### src/rtl/ram_playback_ctrl_pkg.sv
// Shared types and constants for the RAM playback controller.
package playback_pkg;

  typedef enum logic [1:0] {ST_IDLE, ST_LOAD, ST_SHOW, ST_DONE} pb_state_t;

  // Short dwell so a simulated playback finishes in a handful of cycles
  localparam int DWELL_SIM = 4;

endpackage

### src/rtl/ram_playback_ctrl_if.sv
// Start request, RAM read port and display outputs of the playback controller.
interface ram_playback_ctrl_if #(
  parameter int n = 4,
  parameter int m = 8
);

  logic         btn;
  logic [n-1:0] num_valid;
  logic [m-1:0] rd_data;
  logic [n-1:0] rd_addr;
  logic [m-1:0] disp_val;
  logic [n-1:0] disp_idx;
  logic [m-1:0] max_val;
  logic         busy;
  logic         done;

  modport master (
    output btn, num_valid, rd_data,
    input  rd_addr, disp_val, disp_idx, max_val, busy, done
  );

  modport slave (
    input  btn, num_valid, rd_data,
    output rd_addr, disp_val, disp_idx, max_val, busy, done
  );

endinterface

### src/rtl/ram_playback_ctrl_dwell_timer.sv
// Per-entry dwell timer; expire marks the last cycle an entry stays on display.
module dwell_timer #(
  parameter int DWELL = 50000000
) (
  input  logic clk,
  input  logic clr,
  input  logic rst_cnt,
  input  logic en,
  output logic expire
);

  localparam int CW = (DWELL > 1) ? $clog2(DWELL) : 1;
  localparam logic [CW-1:0] TC = CW'(DWELL - 1);
  localparam logic [CW-1:0] ONE = CW'(1);

  logic [CW-1:0] cnt;

  always_ff @(posedge clk) begin
    if (clr || rst_cnt) begin
      cnt <= '0;
    end else if (en) begin
      cnt <= cnt + ONE;
    end
  end

  assign expire = en && (cnt == TC);

endmodule

### src/rtl/ram_playback_ctrl.sv
// Plays stored averages back in address order, holding each for DWELL cycles
// and tracking the running maximum of the values shown.
module ram_playback_ctrl
  import playback_pkg::*;
#(
  parameter int n     = 4,
  parameter int m     = 8,
  parameter int DWELL = 50000000
) (
  input logic               clk,
  input logic               clr,
  ram_playback_ctrl_if.slave bus
);

  localparam logic [n-1:0] ONE = n'(1);

  pb_state_t    state, state_next;
  logic         btn_q;
  logic [n-1:0] lim, lim_next;
  logic [n-1:0] addr, addr_next;
  logic [m-1:0] disp_val, disp_val_next;
  logic [n-1:0] disp_idx, disp_idx_next;
  logic [m-1:0] max_val, max_val_next;
  logic         busy, busy_next;
  logic         done, done_next;
  logic         start;
  logic         rst_cnt;
  logic         en;
  logic         expire;

  dwell_timer #(.DWELL(DWELL)) u_timer (
    .clk     (clk),
    .clr     (clr),
    .rst_cnt (rst_cnt),
    .en      (en),
    .expire  (expire)
  );

  assign start = bus.btn & ~btn_q;

  always_ff @(posedge clk) begin
    if (clr) begin
      state    <= ST_IDLE;
      btn_q    <= 1'b0;
      lim      <= '0;
      addr     <= '0;
      disp_val <= '0;
      disp_idx <= '0;
      max_val  <= '0;
      busy     <= 1'b0;
      done     <= 1'b0;
    end else begin
      state    <= state_next;
      btn_q    <= bus.btn;
      lim      <= lim_next;
      addr     <= addr_next;
      disp_val <= disp_val_next;
      disp_idx <= disp_idx_next;
      max_val  <= max_val_next;
      busy     <= busy_next;
      done     <= done_next;
    end
  end

  always_comb begin
    state_next    = state;
    lim_next      = lim;
    addr_next     = addr;
    disp_val_next = disp_val;
    disp_idx_next = disp_idx;
    max_val_next  = max_val;
    busy_next     = busy;
    done_next     = 1'b0;
    rst_cnt       = 1'b0;
    en            = 1'b0;
    case (state)
      ST_IDLE, ST_DONE: begin
        if (start) begin
          lim_next     = bus.num_valid;
          addr_next    = '0;
          max_val_next = '0;
          if (bus.num_valid == '0) begin
            state_next = ST_DONE;
            done_next  = 1'b1;
          end else begin
            state_next = ST_LOAD;
            busy_next  = 1'b1;
          end
        end
      end
      ST_LOAD: begin
        disp_val_next = bus.rd_data;
        disp_idx_next = addr;
        if (bus.rd_data > max_val) begin
          max_val_next = bus.rd_data;
        end
        rst_cnt    = 1'b1;
        state_next = ST_SHOW;
      end
      ST_SHOW: begin
        en = 1'b1;
        if (expire) begin
          // Stop on the last latched entry; the address never runs past lim-1
          if (addr == lim - ONE) begin
            state_next = ST_DONE;
            done_next  = 1'b1;
            busy_next  = 1'b0;
          end else begin
            addr_next  = addr + ONE;
            state_next = ST_LOAD;
          end
        end
      end
      default: state_next = ST_IDLE;
    endcase
  end

  assign bus.rd_addr  = addr;
  assign bus.disp_val = disp_val;
  assign bus.disp_idx = disp_idx;
  assign bus.max_val  = max_val;
  assign bus.busy     = busy;
  assign bus.done     = done;

endmodule

### src/flat_wrapper.sv
// flat-port wrapper written by rule: the top's interface ports become plain ports
module ram_playback_ctrl_flat import playback_pkg::*;
#(
  parameter int n     = 4,
  parameter int m     = 8,
  parameter int DWELL = 50000000
)
  (clk, clr, bus_btn, bus_num_valid, bus_rd_data, bus_rd_addr, bus_disp_val, bus_disp_idx, bus_max_val, bus_busy, bus_done);
  ram_playback_ctrl_if #(.n(n), .m(m)) bus_i ();
  input logic clk;
  input logic clr;
  input wire logic [$bits(bus_i.btn)-1:0] bus_btn;
  input wire logic [$bits(bus_i.num_valid)-1:0] bus_num_valid;
  input wire logic [$bits(bus_i.rd_data)-1:0] bus_rd_data;
  output wire logic [$bits(bus_i.rd_addr)-1:0] bus_rd_addr;
  output wire logic [$bits(bus_i.disp_val)-1:0] bus_disp_val;
  output wire logic [$bits(bus_i.disp_idx)-1:0] bus_disp_idx;
  output wire logic [$bits(bus_i.max_val)-1:0] bus_max_val;
  output wire logic [$bits(bus_i.busy)-1:0] bus_busy;
  output wire logic [$bits(bus_i.done)-1:0] bus_done;
  assign bus_i.btn = bus_btn;
  assign bus_i.num_valid = bus_num_valid;
  assign bus_i.rd_data = bus_rd_data;
  assign bus_rd_addr = bus_i.rd_addr;
  assign bus_disp_val = bus_i.disp_val;
  assign bus_disp_idx = bus_i.disp_idx;
  assign bus_max_val = bus_i.max_val;
  assign bus_busy = bus_i.busy;
  assign bus_done = bus_i.done;
  ram_playback_ctrl #(.n(n), .m(m), .DWELL(DWELL)) u_core (.clk(clk), .clr(clr), .bus(bus_i));
endmodule
### config.mk
export PLATFORM = sky130hd
export DESIGN_NAME = ram_playback_ctrl_flat
export DESIGN_NICKNAME = d
export VERILOG_FILES = /design/src/rtl/ram_playback_ctrl_pkg.sv /design/src/rtl/ram_playback_ctrl_if.sv /design/src/rtl/ram_playback_ctrl_dwell_timer.sv /design/src/rtl/ram_playback_ctrl.sv /design/src/flat_wrapper.sv
export SDC_FILE = /design/constraint.sdc
export NUM_CORES = 1
export LEC_CHECK = 0
export BUFFER_PORTS_ARGS = -buffer_cell sky130_fd_sc_hd__buf_2
export CAP_MARGIN = 20
export CORE_MARGIN = 5
export CORE_UTILIZATION = 50
export CTS_CLUSTER_SIZE = 8
export DETAILED_ROUTE_END_ITERATION = 12
export GPL_ROUTABILITY_DRIVEN = 0
export PLACE_DENSITY = 0.81
export SYNTH_ARGS = -nofsm -noshare
export SYNTH_HDL_FRONTEND = slang
export SYNTH_SLANG_ARGS = --single-unit
export TNS_END_PERCENT = 20
### constraint.sdc
create_clock -name clk -period 3 [get_ports clk]
set_clock_uncertainty 0.05 [all_clocks]
set_input_delay 0.15 -clock clk [delete_from_list [all_inputs] [get_ports clk]]
set_output_delay 0.15 -clock clk [all_outputs]
set_load 0.01 [all_outputs]
# Yosys cells after proc, flatten, opt, wreduce, memory -nomap -nowiden
# Index checks and enable logic that the tools add are counted.
[word_totals]
reg_bits = 59
input_bits = 15
out_inout_bits = 26
word_cells = 63
[classes]
addsub = 3
magnitude_cmp = 1
n_eq_ne = 11
mux = 24
bitwise_logic = 2
reduce_logical = 12
[op_table]
columns = ["operator", "count"]
rows = [
  ["26-bit by 1-bit adder with 26-bit output (second input constant)", 1],
  ["26-bit equality test (second input constant)", 1],
  ["8-bit 2-to-1 mux", 2],
  ["8-bit case mux with 2 select lines", 1],
  ["4-bit 2-to-1 mux", 3],
  ["1-bit 2-to-1 mux", 10],
  ["8-bit > comparator", 1],
  ["2-bit 2-to-1 mux", 4],
  ["2-bit by 1-bit != test with 1-bit output (second input constant)", 4],
  ["4-bit case mux with 2 select lines", 1],
  ["2-bit case mux with 3 select lines", 1],
  ["5-bit AND reduction", 1],
  ["4-bit by 1-bit adder with 4-bit output (second input constant)", 1],
  ["2-bit equality test (second input constant)", 2],
  ["4-bit equality test", 1],
  ["4-bit logical NOT", 1],
  ["2-bit != test (second input constant)", 2],
  ["1-bit case mux with 2 select lines", 2],
  ["2-bit AND reduction", 2],
  ["4-bit AND reduction", 1],
  ["2-bit nonzero test", 2],
  ["4-bit by 1-bit subtractor with 4-bit output (second input constant)", 1],
  ["3-bit AND reduction", 1],
  ["2-bit by 1-bit equality test with 1-bit output (second input constant)", 1],
  ["other kinds (6)", 6],
]

# Logic depth before layout (Yosys ltp)
[depth]
word_depth = 5
depth_mapped = 8
mapped_depth_nobuf = 7

# By module
# From an unflattened synthesis, not the netlist that was laid out.
[unflattened]
hier_cells = 362
area_unflattened_um2 = 3078.0
[modules_own_cells]
columns = ["mod", "instances", "cells_each", "area_per_inst_um2", "seq_area_each_um2"]
rows = [
  ["ram_playback_ctrl", 1, 213, 1810.5, 660.6],
  ["dwell_timer", 1, 149, 1267.5, 520.5],
]

# Worst setup path after synthesis
# No wires, ideal clock.
[synth_path]
kind = "flip-flop to flip-flop"
start = "reg u_core.u_timer.cnt[3]"
end = "reg u_core.addr[2] (netlist: u_core.bus.rd_addr[2])"
setup_time_ns = 0.074
arrival_ns = 2.154
t_required_ns = 2.876
slack_ns = 0.722
path_stages_with_launch = 6
path_buffers = 0
period_less_slack_ns = 2.278
path_cell_list = "dfxtp_1 nand4_2 or4_4 o32a_4 or4_1 a31oi_1"
[synth_via]
elab_chain_len = 4
[synth_lines]
columns = ["item", "line_no", "rtl"]
rows = [
  ["start, declared", "ram_playback_ctrl_dwell_timer.sv:16", "logic [CW-1:0] cnt;"],
  ["start signal, assigned", "ram_playback_ctrl_dwell_timer.sv:22", "cnt <= cnt + ONE;"],
  ["26-bit equality test", "ram_playback_ctrl_dwell_timer.sv:26", "assign expire = en && (cnt == TC);"],
  ["1-bit logical AND", "ram_playback_ctrl_dwell_timer.sv:26", ""],
  ["2-bit by 1-bit != test with 1-bit output (no line)", "-", ""],
  ["4-bit AND reduction (no line)", "-", ""],
  ["end signal, assigned", "ram_playback_ctrl.sv:56", "addr <= addr_next;"],
  ["end, declared", "ram_playback_ctrl.sv:20", "logic [n-1:0] addr, addr_next;"],
]
# No other way between the ends.
# A chain may end at the register's enable or synchronous reset.

# Worst setup path in the final report
# Ends and elaborated chain as after synthesis.

==> impl_metrics.toml <==
[detailed_routing]
drt-initial-drc-count = 105
drt-vias-per-instance = 5.40
drc = 0
ant_nets = 0
wl_per_cell_um = 13.4
postRouteWirelength_mm = 6.01
vias = 2425
first_pass_iters = 4

[floorplan]
io_pins = 41
core_area_sq_um = 5570
die_area_sq_um = 7410
fp.dieW_um = 86.1
rows = 27
fp.dieH_um = 86.1
start_util = 0.520

[yosys]
ys_seq_area_frac = 0.408
synth_compound_area_frac = 0.0937
yosys.cell_types.count = 41
yosys-top-cells-count = "59 x dfxtp_1, 39 x nor2_1, 21 x mux2i_1, 19 x xor2_1"
synth_top_area_cell = "dfxtp_1"
synth.most_common_cell = "dfxtp_1"
synth-seq-cells = 59
yosys_warnings = 0
synthXorXnorAreaFrac = 0.0786
muxShareOfSynthArea = 0.0726
syn_nets = 355
syn_avg_cell_area_sq_um = 8.89
synth_top_family_by_area = "simple AND/OR/NAND/NOR gates"
syn-instance-count = 326
yosys.area_share.simple = 0.253
synth_edf_count = 0
synthFlopType = "dfxtp_1"
ys_top_cells_by_area = "dfxtp_1 41%, mux2i_1 7.3%, ha_1 6.0%"
synth_area_sq_um = 2900
async_reset_ff_frac = 0
synth_top_area_frac = 0.408
synth_fa_ha_area_frac = 0.0605

[cts]
root_buffer = "clkbuf_8"
clk_pin_slew_ns = 0.06
ctsHtreeMaxLevel = 3
clock_latency_ns = 0.33
numCtsBuffers = 9
clock_path_buffers = 2
cts_resized = 0
cts.sinks = 59
cts_tree = "built"
postCtsSetupRepairBufs = 0

[power]
p_leak_nw = 1.39
switching_share = 0.308
intPower_mw = 1.73
ir_drop_v = 0.000371
powerDensity_nw_per_um2 = 729
p_comb_frac = 0.290
seqPwrFrac = 0.362
p_sw_mw = 0.773
power_frac_clock = 0.347

[global_route]
track_usage = 0.173
grt_pass1_wl_mm = 10.4
antenna_found_initial = 0
grt_max_degree = 43
globalRouteOverflowTotal = 0
grt_pass1_vias = 2341

[setup_path]
crit_end = "u_core.bus.rd_addr[2]$_SDFFE_PP0P_"
crit_type = "reg2reg"
rr_worst_depth = 5
cp_max_fo = 8
arrival_ns = 2.61
endpoint_kind = "register"
startpoint_type = "register"
crit_required_ns = 3.20
worst_r2r_startpoint = "u_core.u_timer.cnt[3]$_SDFFE_PP0P_"
regToRegEndpoint = "u_core.bus.rd_addr[2]$_SDFFE_PP0P_"
crit_path_start = "u_core.u_timer.cnt[3]$_SDFFE_PP0P_"
worst-r2r-setup-slack_ns = 0.59

[layout]
multi_input_area_sq_um = 1620
final_nets = 401
seq_area_sq_um = 1180
drive_gt1_frac = 0.178
design_area_sq_um = 3440
syn_to_final_growth_pct = 18.7
fillers = 446
n_antenna_cell = 0

[outcome]
status = "completed"

[sta]
worst_slew_pin_slew_ns = 0.653
hold_viol_final = 0
final.min_clock_period_ns = 2.41
period_share = 0.805
rsz0062_at_grt = "false"
whs_ns = 0.0428
fin_tns_setup_ns = 0
relSlewSlack = 0.563
maxSlewViolCount = 0
max_freq_mhz = 414
finalSetupViolations = 0

[min_path]
min_path_type = "in2reg"
worstHoldPathCells = 3

[placed_design]
post-dp-hpwl_mm = 4.29
place_area_sq_um = 3190
port-buffer-count = 40

[flow_run]
cap_violations = 0
registers in the layout, summed over array words and instances (netlist names):
name and cells:
u_core.btn_q 1, u_core.bus.disp_val 8, u_core.bus.rd_addr 4, u_core.bus.done 1
u_core.u_timer.cnt 26, u_core.bus.disp_idx 4, u_core.state 2, u_core.bus.max_val 8
u_core.lim 4, u_core.bus.busy 1
worst min path at each step:
stage / from / to / slack [ns]
2_1_floorplan: bus_btn / u_core.btn_q$_SDFF_PP0_ / 0.23
6_report: bus_rd_data[0] / u_core.bus.disp_val[0]$_SDFFE_PP0P_ / 0.04
4_1_cts: bus_rd_data[0] / u_core.bus.disp_val[0]$_SDFFE_PP0P_ / 0.03
3_5_place_dp: bus_btn / u_core.btn_q$_SDFF_PP0_ / 0.34
3_3_place_gp: bus_btn / u_core.btn_q$_SDFF_PP0_ / 0.34
5_1_grt: bus_num_valid[0] / u_core.lim[0]$_SDFFE_PP0P_ / 0.03
per-layer routing:
layer | up-vias | part of all wire | global-route usage | wire (um)
met1 | 1117 | 0.45 | 0.205 | 2700
li1 | 1239 | - | - | -
met5 | - | 0 | 0 | 0
met4 | 0 | 0.0098 | 0.0647 | 59
met2 | 63 | 0.49 | 0.296 | 2940
met3 | 6 | 0.053 | 0.0471 | 317
power by group through the flow:
stage | Clock, mW | Combinational (mW) | Sequential [mW]
floorplan | 0 | 0.527 | 0.940
global placement | 0 | 0.708 | 0.922
detailed placement | 0 | 0.724 | 0.926
CTS | 0.891 | 0.729 | 0.908
global route | 0.928 | 0.806 | 0.920
finish | 0.870 | 0.728 | 0.908
cell type report:
cell class | instances | area share
multi-input combinational | 241 | 0.471
sequential | 59 | 0.344
timing repair buffer | 47 | 0.0742
clock buffer | 11 | 0.0411
clock inverter | 5 | 0.0291
tap | 72 | 0.0262
inverter | 14 | 0.0153
layout by cell type (no fill, tap or decap), types with 3 or more instances in the layout:
master     Yosys  final
nor3_1         5      5
nand2b_1      10     10
dfxtp_1       59     59
inv_1         14     14
nor2_1        39     39
nand3b_1       8      8
bufinv_16      0      3
buf_2          0     40
xor2_1        19     19
mux2i_1       21     21
nor2b_1        4      4
or3_1          7      7
nand2_1       17     17
nand4_1       14     14
and3_1         5      5
buf_4          0      6
a21oi_1       17     17
xnor2_1        7      7
nand3_1       16     16
clkbuf_8       0     10
ha_1          14     14
o21ai_0       11     11
kinds of logic after synthesis:
group	after synthesis
compound gates	42
xor+xnor	26
fa+ha+maj	14
buf+inv	26
flops	59
mux	21
simple gates	138
critical path: stages (launching register included):
cell     delay [ns]
dfxtp_1        0.42
nand4_2        0.18
or4_4          0.59
o32a_4         0.42
or4_1          0.51
a31oi_1        0.16
repair_timing:
item	in CTS	in global routing
hold endpoints to repair	1	0
hold buffers	1	0
setup endpoints to repair	0	0
per-stage QoR:
stage	instances	worst slack, ns	util	total power [mW]
finish	449	0.585	0.617	2.51
global route	449	0.514	0.617	2.65
CTS	449	0.595	0.617	2.53
detailed placement	432	0.614	0.572	1.65
global placement	432	0.642	0.572	1.63
floorplan	326	0.722	-	1.47
Note: power is estimated with default switching activity, not from simulation.
